===== src/rtl/lsu.sv =====
// Load/store unit: turns one core memory instruction into a req/resp bus transaction,
// stalling the core until it completes and returning extended load data.
module lsu #(
    parameter int unsigned XLEN    = 32,
    parameter int unsigned MEMOP_W = 3
) (
    input  logic                clk,
    input  logic                rst_b,
    input  logic                lsu_valid,
    input  logic                lsu_write,
    input  logic [MEMOP_W-1:0]  mem_opcode,
    input  logic [XLEN-1:0]     lsu_addr,
    input  logic [XLEN-1:0]     lsu_wdata,
    output logic                lsu_busy,
    output logic                lsu_done,
    output logic [XLEN-1:0]     lsu_rdata,
    output logic                lsu_misalign,
    output logic                mem_req,
    input  logic                mem_ready,
    output logic                mem_we,
    output logic [XLEN-1:0]     mem_addr,
    output logic [XLEN-1:0]     mem_wdata,
    output logic [XLEN/8-1:0]   mem_wstrb,
    input  logic                mem_rvalid,
    input  logic [XLEN-1:0]     mem_rdata
);

    localparam int unsigned STRB_W = XLEN / 8;

    localparam logic [MEMOP_W-1:0] OP_B  = MEMOP_W'(0);
    localparam logic [MEMOP_W-1:0] OP_H  = MEMOP_W'(1);
    localparam logic [MEMOP_W-1:0] OP_W  = MEMOP_W'(2);
    localparam logic [MEMOP_W-1:0] OP_BU = MEMOP_W'(4);
    localparam logic [MEMOP_W-1:0] OP_HU = MEMOP_W'(5);

    typedef enum logic [1:0] {IDLE, REQ, WAIT, DONE} state_t;

    state_t               state_q, state_d;
    logic [1:0]           addr_lo_q, addr_lo_d;
    logic [MEMOP_W-1:0]   op_q, op_d;
    logic                 req_d, we_d, done_d, misalign_d;
    logic [XLEN-1:0]      addr_d, wdata_d, rdata_d;
    logic [STRB_W-1:0]    strb_d;

    logic                 legal_c;
    logic [XLEN-1:0]      fmt_wdata_c, shifted_c, load_ext_c;
    logic [STRB_W-1:0]    fmt_strb_c;

    assign lsu_busy = ((state_q == IDLE) && lsu_valid) || (state_q == REQ) || (state_q == WAIT);

    // Legality check and store formatting of the incoming instruction
    always_comb begin
        legal_c     = 1'b0;
        fmt_wdata_c = lsu_wdata;
        fmt_strb_c  = '1;
        case (mem_opcode)
            OP_B:    legal_c = 1'b1;
            OP_H:    legal_c = !lsu_addr[0];
            OP_W:    legal_c = (lsu_addr[1:0] == 2'b00);
            OP_BU:   legal_c = !lsu_write;
            OP_HU:   legal_c = !lsu_write && !lsu_addr[0];
            default: legal_c = 1'b0;
        endcase
        case (mem_opcode[1:0])
            2'b00: begin
                fmt_wdata_c = {(XLEN/8){lsu_wdata[7:0]}};
                fmt_strb_c  = STRB_W'(1) << lsu_addr[1:0];
            end
            2'b01: begin
                fmt_wdata_c = {(XLEN/16){lsu_wdata[15:0]}};
                fmt_strb_c  = STRB_W'(3) << lsu_addr[1:0];
            end
            default: begin
                fmt_wdata_c = lsu_wdata;
                fmt_strb_c  = '1;
            end
        endcase
    end

    // Byte-lane alignment and extension of the bus read data
    always_comb begin
        shifted_c  = mem_rdata >> {addr_lo_q, 3'b000};
        load_ext_c = shifted_c;
        case (op_q[1:0])
            2'b00:   load_ext_c = op_q[2] ? {{(XLEN-8){1'b0}}, shifted_c[7:0]}
                                          : {{(XLEN-8){shifted_c[7]}}, shifted_c[7:0]};
            2'b01:   load_ext_c = op_q[2] ? {{(XLEN-16){1'b0}}, shifted_c[15:0]}
                                          : {{(XLEN-16){shifted_c[15]}}, shifted_c[15:0]};
            default: load_ext_c = shifted_c;
        endcase
    end

    // Next state and next register values
    always_comb begin
        state_d    = state_q;
        addr_lo_d  = addr_lo_q;
        op_d       = op_q;
        req_d      = 1'b0;
        we_d       = mem_we;
        addr_d     = mem_addr;
        wdata_d    = mem_wdata;
        strb_d     = mem_wstrb;
        done_d     = 1'b0;
        misalign_d = 1'b0;
        rdata_d    = lsu_rdata;
        case (state_q)
            IDLE: begin
                if (lsu_valid) begin
                    op_d      = mem_opcode;
                    addr_lo_d = lsu_addr[1:0];
                    rdata_d   = '0;
                    if (legal_c) begin
                        state_d = REQ;
                        req_d   = 1'b1;
                        we_d    = lsu_write;
                        addr_d  = {lsu_addr[XLEN-1:2], 2'b00};
                        wdata_d = lsu_write ? fmt_wdata_c : '0;
                        strb_d  = lsu_write ? fmt_strb_c : '0;
                    end else begin
                        state_d    = DONE;
                        done_d     = 1'b1;
                        misalign_d = 1'b1;
                    end
                end
            end
            REQ: begin
                req_d = 1'b1;
                if (mem_ready) begin
                    state_d = WAIT;
                    req_d   = 1'b0;
                end
            end
            WAIT: begin
                if (mem_rvalid) begin
                    state_d = DONE;
                    done_d  = 1'b1;
                    rdata_d = mem_we ? '0 : load_ext_c;
                end
            end
            DONE:    state_d = IDLE;
            default: state_d = IDLE;
        endcase
    end

    always_ff @(posedge clk or negedge rst_b) begin
        if (!rst_b) begin
            state_q      <= IDLE;
            addr_lo_q    <= '0;
            op_q         <= '0;
            mem_req      <= 1'b0;
            mem_we       <= 1'b0;
            mem_addr     <= '0;
            mem_wdata    <= '0;
            mem_wstrb    <= '0;
            lsu_done     <= 1'b0;
            lsu_misalign <= 1'b0;
            lsu_rdata    <= '0;
        end else begin
            state_q      <= state_d;
            addr_lo_q    <= addr_lo_d;
            op_q         <= op_d;
            mem_req      <= req_d;
            mem_we       <= we_d;
            mem_addr     <= addr_d;
            mem_wdata    <= wdata_d;
            mem_wstrb    <= strb_d;
            lsu_done     <= done_d;
            lsu_misalign <= misalign_d;
            lsu_rdata    <= rdata_d;
        end
    end

endmodule


===== config.mk =====
export PLATFORM = sky130hd
export DESIGN_NAME = lsu
export DESIGN_NICKNAME = d
export VERILOG_FILES = /design/src/rtl/lsu.sv
export SDC_FILE = /design/constraint.sdc
export NUM_CORES = 1
export LEC_CHECK = 0
export CAP_MARGIN = 10
export CORE_MARGIN = 4
export CORE_UTILIZATION = 40
export DETAILED_ROUTE_END_ITERATION = 7
export HOLD_SLACK_MARGIN = 0.1
export PLACE_DENSITY = 0.83
export REMOVE_ABC_BUFFERS = 1
export SETUP_SLACK_MARGIN = 0.15
export SYNTH_ARGS = -nofsm -noshare
export SYNTH_HDL_FRONTEND = slang
export SYNTH_SLANG_ARGS = --single-unit

===== constraint.sdc =====
create_clock -name clk -period 5 [get_ports clk]
set_clock_uncertainty 0.1 [all_clocks]
set_input_delay 1.5 -clock clk [delete_from_list [all_inputs] [get_ports clk]]
set_output_delay 1.5 -clock clk [all_outputs]
set_load 0.02 [all_outputs]

==> impl_metrics.env, run 1 <==
export IMPL_status="complete, no violations"
export IMPL_cts_inserted_buffers=9
export IMPL_yosysTopAreaCellShare_pct=52.66
export IMPL_slew_viol_final=0
export IMPL_grt_pass1_wl_microns=23990
export IMPL_dr_pass1_iters=5
export IMPL_hold_slack_ns=0.3781
export IMPL_max_slew_worst_pin_slew_ns=1.034
export IMPL_crit_start="lsu_valid"
export IMPL_power_mw=4.510
export IMPL_grt_pass1_vias=4627
export IMPL_synthDistinctLibCells=35
export IMPL_die_h_microns=121.8
export IMPL_required_ns=3.40
export IMPL_grt_max_degree=40
export IMPL_crit_type="input pin to primary output"
export IMPL_vdd_drop_max_mv=0.3594
export IMPL_final_cells=852
export IMPL_ff2ff_path_depth=6
export IMPL_start_util_pct=40.88
export IMPL_synthArstFlopShare_pct=100.0
export IMPL_drive_gt1_share_pct=11.47
export IMPL_rows=41
export IMPL_cts_root_buf="clkbuf_16"
export IMPL_ys_flop_type="dfrtp_1"
export IMPL_via_per_inst=5.182
export IMPL_worstPathMaxFanout=8
export IMPL_cap_violations=0
export IMPL_cp_end_kind="primary output"
export IMPL_slowest_stage="clkdlybuf4s50_1"
export IMPL_post_cts_repair_setup_buffers=0
export IMPL_finalHoldViolations=0
export IMPL_hold_buffers=0
export IMPL_arrival_ns=2.89
export IMPL_area_growth_syn_to_layout_pct=47.85
export IMPL_hold_path_class="flip-flop to flip-flop"
export IMPL_synthCells=484
export IMPL_fp_dieArea_sq_mm=0.01483
export IMPL_yosysSeqAreaShare_pct=52.66
export IMPL_r2r_start="state_q[1]$_DFFE_PN0P_"
export IMPL_ff2ff_setup_slack_ns=2.57
export IMPL_syn_area_sq_mm=0.005180
export IMPL_crit_end="lsu_busy"
export IMPL_synth_seq_cells=109
export IMPL_relSlewSlack_pct=31.05
export IMPL_clk_latency_ns=0.34
export IMPL_setup_violations=0
export IMPL_clock_sinks=109
export IMPL_rsz0062_at_grt="false"
export IMPL_diodes=0
export IMPL_htree_num_levels=3
export IMPL_drc=0
export IMPL_rr_endpoint="lsu_rdata[23]$_DFFE_PN0P_"
export IMPL_max_freq_ghz=0.2225
export IMPL_nets=783
export IMPL_fp_coreArea_sq_mm=0.01267
export IMPL_synth_most_common_cell="dfrtp_1"
export IMPL_crit_family="buffers and inverters"
export IMPL_avgSynthCellArea_sq_um=10.70
export IMPL_pin_count=210
export IMPL_p_per_area_mw_per_mm2=588.8
export IMPL_crit_cells=4
export IMPL_finalCritPeriodShare_pct=89.87
export IMPL_drt_iter0_drc=357
export IMPL_cts_resized=0
export IMPL_placed_cells=836
export IMPL_synth_common_cells="dfrtp_1 (109), nand2_1 (97), o21ai_0 (71)"
export IMPL_path_cells="clkdlybuf4s50_1 > nand2_1 > nand2_1 > clkdlybuf4s50_1"
export IMPL_clockBufferDepth=2
export IMPL_antenna_found_initial=2
export IMPL_crit_buf_inv=2
export IMPL_grt_overflow_total=0
export IMPL_cts_tree="yes"
export IMPL_vias=4415
export IMPL_die_width_microns=121.8
export IMPL_yosys_warnings=0
export IMPL_ant_nets=0
export IMPL_hpwlAfterDp_microns=10860
export IMPL_cpPeakStageDelay_ns=0.61
export IMPL_grtUsageTotal_pct=20.54
export IMPL_worstSetupStartpointType="input pin"
export IMPL_yosys_area_top_type="dfrtp_1"
export IMPL_drt_total_wl_microns=14910
export IMPL_numPortBuffers=207
export IMPL_period_minus_slack_ns=4.493
export IMPL_place_congestion=0.8537
export IMPL_clk_pin_slew_ns=0.07
export IMPL_ys_top_cells_by_area="dfrtp_1 (53%), mux2_2 (9.3%), nand2_1 (7.0%), o21ai_0 (6.9%), mux2i_1 (5.0%)"
export IMPL_p_leak_nw=3.292
export IMPL_synth_edff_count=0
export IMPL_wire_per_inst_microns=17.50
final cells by class:
cell class	count	area, sq um
Fill cell	1034	5012
Sequential cell	109	2728
Multi-Input combinational cell	336	2267
Timing Repair Buffer	216	2150
Clock buffer	11	252.7
Tap cell	172	215.2
Clock inverter	5	35.03
Inverter	3	11.26
cell usage in the layout (no fill, tap or decap):
cell | synthesis | final
a211o_1 | 1 | 1
a21oi_1 | 16 | 16
a221o_1 | 16 | 16
a221oi_2 | 1 | 1
a22o_1 | 1 | 1
buf_12 | 0 | 1
buf_4 | 2 | 9
clkbuf_16 | 0 | 9
clkbuf_8 | 0 | 2
clkdlybuf4s50_1 | 0 | 206
clkinv_2 | 0 | 2
clkinv_4 | 0 | 2
clkinvlp_4 | 0 | 1
conb_1 | 1 | 2
dfrtp_1 | 109 | 109
ha_1 | 3 | 3
inv_1 | 3 | 3
mux2_1 | 17 | 17
mux2_2 | 43 | 43
mux2i_1 | 26 | 26
mux4_2 | 1 | 1
nand2_1 | 97 | 97
nand2b_1 | 3 | 3
nand3b_1 | 8 | 8
nor2_1 | 15 | 15
nor2_2 | 1 | 1
nor2b_1 | 3 | 3
nor3_1 | 2 | 2
nor3_4 | 1 | 1
nor3b_2 | 1 | 1
nor4_2 | 1 | 1
o2111a_2 | 1 | 1
o211ai_1 | 1 | 1
o21ai_0 | 71 | 71
o21bai_4 | 0 | 1
o2bb2ai_1 | 1 | 1
or2_2 | 1 | 1
or3_1 | 1 | 1
routing by layer:
| layer | vias to the layer above | track usage (%) | wire length (microns) |
|---|---|---|---|
| li1 | 2086 | - | - |
| met1 | 2121 | 24.99 | 5895 |
| met2 | 185 | 33.70 | 7181 |
| met3 | 19 | 7.660 | 1597 |
| met4 | 4 | 7.073 | 206 |
| met5 | - | 0 | 31 |
state kept, by name, indices dropped and copies added (netlist names):
name	count
addr_lo_q	2
lsu_done	1
lsu_misalign	1
lsu_rdata	32
mem_addr	30
mem_req	1
mem_wdata	32
mem_we	1
mem_wstrb	4
op_q	3
state_q	2
where the power goes:
part	leakage [nW]	internal, mW	switching [mW]
Clock	0.141	0.366	0.324
Sequential	1.41	1.28	0.253
Combinational	1.74	1.11	1.18
cells by family (layout without fill, tap and decap cells):
| kind of cell | Yosys count | after routing | synth area share [%] |
|---|---|---|---|
| adders and majority gates | 3 | 3 | 0.7247 |
| other | 1 | 2 | 0.07239 |
| buffers and inverters | 40 | 235 | 3.865 |
| DFF | 109 | 109 | 52.66 |
| and+or+nand+nor | 134 | 134 | 11.35 |
| AOI/OAI and AO/OA | 110 | 110 | 12.83 |
| muxes | 87 | 87 | 18.50 |
metrics by stage:
step / TNS, ns / cell area, sq um / setup slack [ns] / util (%)
final: 0 / 7659 / 0.5065 / 60.44
after global routing: 0 / 7659 / 0.4593 / 60.44
after CTS: 0 / 7659 / 0.5025 / 60.44
after detailed placement: 0 / 7371 / 0.4960 / 58.17
after global placement: 0 / 7371 / 0.5070 / 58.17
after floorplan: -62.18 / 4995 / -0.9556 / -
worst reg2reg max path, cell delays in order (launching register included):
cell,delay (ns)
dfrtp_1,0.38
inv_1,0.11
ha_1,0.25
nor2b_1,0.30
or3_1,0.55
nor2_2,0.23
a221o_1,0.40
how the worst min path moves through the flow:
stage | cells after the start | slack (ns) | endpoint | startpoint
after global routing | 2 | 0.41 | mem_wdata[12]$_DFFE_PN0P_ | mem_wdata[12]$_DFFE_PN0P_
final | 2 | 0.38 | mem_wstrb[1]$_DFFE_PN0P_ | mem_wstrb[1]$_DFFE_PN0P_
after global placement | 2 | 0.36 | mem_wdata[2]$_DFFE_PN0P_ | mem_wdata[2]$_DFFE_PN0P_
after floorplan | 1 | 0.38 | state_q[0]$_DFFE_PN0P_ | state_q[0]$_DFFE_PN0P_
after detailed placement | 2 | 0.37 | mem_wdata[24]$_DFFE_PN0P_ | mem_wdata[24]$_DFFE_PN0P_
after CTS | 2 | 0.39 | mem_wstrb[1]$_DFFE_PN0P_ | mem_wstrb[1]$_DFFE_PN0P_
Power figures use the tool's default switching activity.
==> run 2, diff against run 1 <==
==> constraint.sdc (replaced) <==
create_clock -name clk -period 4.4 [get_ports clk]
set_clock_uncertainty 0.1 [all_clocks]
set_input_delay 1.32 -clock clk [delete_from_list [all_inputs] [get_ports clk]]
set_output_delay 1.32 -clock clk [all_outputs]
set_load 0.02 [all_outputs]
==> impl_metrics.env, run 2 (synthesized netlist as in run 1, its figures left out) <==
export IMPL_rr_endpoint="mem_addr[22]$_DFFE_PN0P_"
export IMPL_max_freq_ghz=0.2530
export IMPL_vias=4381
export IMPL_cp_end_kind="primary output"
export IMPL_p_per_area_mw_per_mm2=676.1
export IMPL_area_growth_syn_to_layout_pct=48.09
export IMPL_arrival_ns=2.53
export IMPL_drc=0
export IMPL_max_slew_worst_pin_slew_ns=1.082
export IMPL_placed_cells=836
export IMPL_p_leak_nw=3.296
export IMPL_setup_violations=0
export IMPL_clockBufferDepth=2
export IMPL_post_cts_repair_setup_buffers=0
export IMPL_cap_violations=0
export IMPL_drive_gt1_share_pct=11.32
export IMPL_fin_ws_ns=0.4468
export IMPL_diodes=0
export IMPL_power_mw=5.187
export IMPL_grt_pass1_wl_microns=24030
export IMPL_hold_path_class="flip-flop to flip-flop"
export IMPL_clk_latency_ns=0.35
export IMPL_cts_tree="yes"
export IMPL_slew_viol_final=0
export IMPL_status="complete, no violations"
export IMPL_clock_sinks=109
export IMPL_ff2ff_path_depth=7
export IMPL_start_util_pct=40.88
export IMPL_vdd_drop_max_mv=0.3635
export IMPL_drt_iter0_drc=218
export IMPL_antenna_found_initial=0
export IMPL_layout_commonest_cell="clkdlybuf4s50_1"
export IMPL_drt_total_wl_microns=14710
export IMPL_crit_type="input pin to primary output"
export IMPL_pin_count=210
export IMPL_nets=783
export IMPL_worstPathMaxFanout=2
export IMPL_hold_buffers=0
export IMPL_via_per_inst=5.142
export IMPL_fp_dieArea_sq_mm=0.01483
export IMPL_final_cells=852
export IMPL_grt_pass1_vias=4685
export IMPL_cts_resized=0
export IMPL_finalCritPeriodShare_pct=89.85
export IMPL_rsz0062_at_grt="false"
export IMPL_hpwlAfterDp_microns=10820
export IMPL_finalHoldViolations=0
export IMPL_fp_coreArea_sq_mm=0.01267
export IMPL_grt_overflow_total=0
export IMPL_relSlewSlack_pct=27.85
export IMPL_reg_top3="lsu_rdata x32, mem_wdata x32, mem_addr x30"
export IMPL_wire_per_inst_microns=17.27
export IMPL_r2r_start="state_q[0]$_DFFE_PN0P_"
export IMPL_htree_num_levels=3
export IMPL_period_minus_slack_ns=3.953
export IMPL_ff2ff_setup_slack_ns=1.84
export IMPL_placed_area_sq_mm=0.007358
export IMPL_numPortBuffers=207
export IMPL_min_from="mem_wdata[7]$_DFFE_PN0P_"
export IMPL_required_ns=2.98
export IMPL_cts_inserted_buffers=9
export IMPL_ant_nets=0
export IMPL_worstSetupStartpointType="input pin"
export IMPL_most_common_layout_cells="clkdlybuf4s50_1 (206), dfrtp_1 (109), nand2_1 (97)"
export IMPL_grtUsageTotal_pct=20.50
export IMPL_dpl_worst_slack_ns=0.4447
export IMPL_die_width_microns=121.8
export IMPL_clk_pin_slew_ns=0.07
export IMPL_final_cell_area_sq_mm=0.007671
export IMPL_die_h_microns=121.8
export IMPL_dr_pass1_iters=4
export IMPL_place_congestion=0.8235
export IMPL_grt_max_degree=103
export IMPL_rows=41
export IMPL_whs_path_depth=2
export IMPL_cts_root_buf="clkbuf_16"
export IMPL_min_to="mem_wdata[7]$_DFFE_PN0P_"
## run 2: where the power goes
group	total (mW)	internal, mW	switching (mW)
Combinational	2.60	1.26	1.34
Sequential	1.74	1.45	0.285
Clock	0.853	0.488	0.365
## run 2: through the flow
stage	setup TNS (ns)	util (%)	hold WS, ns
floorplan	-90.74	-	0.3838
global placement	0	58.07	0.3610
detailed placement	0	58.07	0.3691
CTS	0	60.54	0.3849
global route	0	60.54	0.4162
finish	0	60.54	0.3774
## run 2: worst max path at each step
stage	cells after the start	to	slack, ns	start
floorplan	3	mem_wdata[0]$_DFFE_PN0P_	-1.38	mem_opcode[0]
global placement	4	lsu_busy	0.44	lsu_valid
detailed placement	4	lsu_busy	0.44	lsu_valid
CTS	4	lsu_busy	0.44	lsu_valid
global route	4	lsu_busy	0.40	lsu_valid
finish	4	lsu_busy	0.45	lsu_valid
## run 2: area by class of cell
class,instances,area (sq um)
Fill cell,1048,5000
Sequential cell,109,2728
Multi-Input combinational cell,336,2267
Timing Repair Buffer,216,2137
Clock buffer,13,270.3
Tap cell,172,215.2
Clock inverter,3,42.54
Inverter,3,11.26
## run 2: worst max-delay path: stages
cell             delay (ns)
clkdlybuf4s50_1        0.48
nand2_1                0.08
nand2_1                0.06
clkdlybuf4s50_1        0.59
## run 2: metal layers
| layer | global-route usage (%) | vias up | wire length, microns |
|---|---|---|---|
| met5 | 0 | - | 0 |
| met4 | 8.964 | 0 | 359 |
| met3 | 7.149 | 26 | 1443 |
| met2 | 32.98 | 184 | 6870 |
| met1 | 25.01 | 2098 | 6040 |
| li1 | - | 2073 | - |
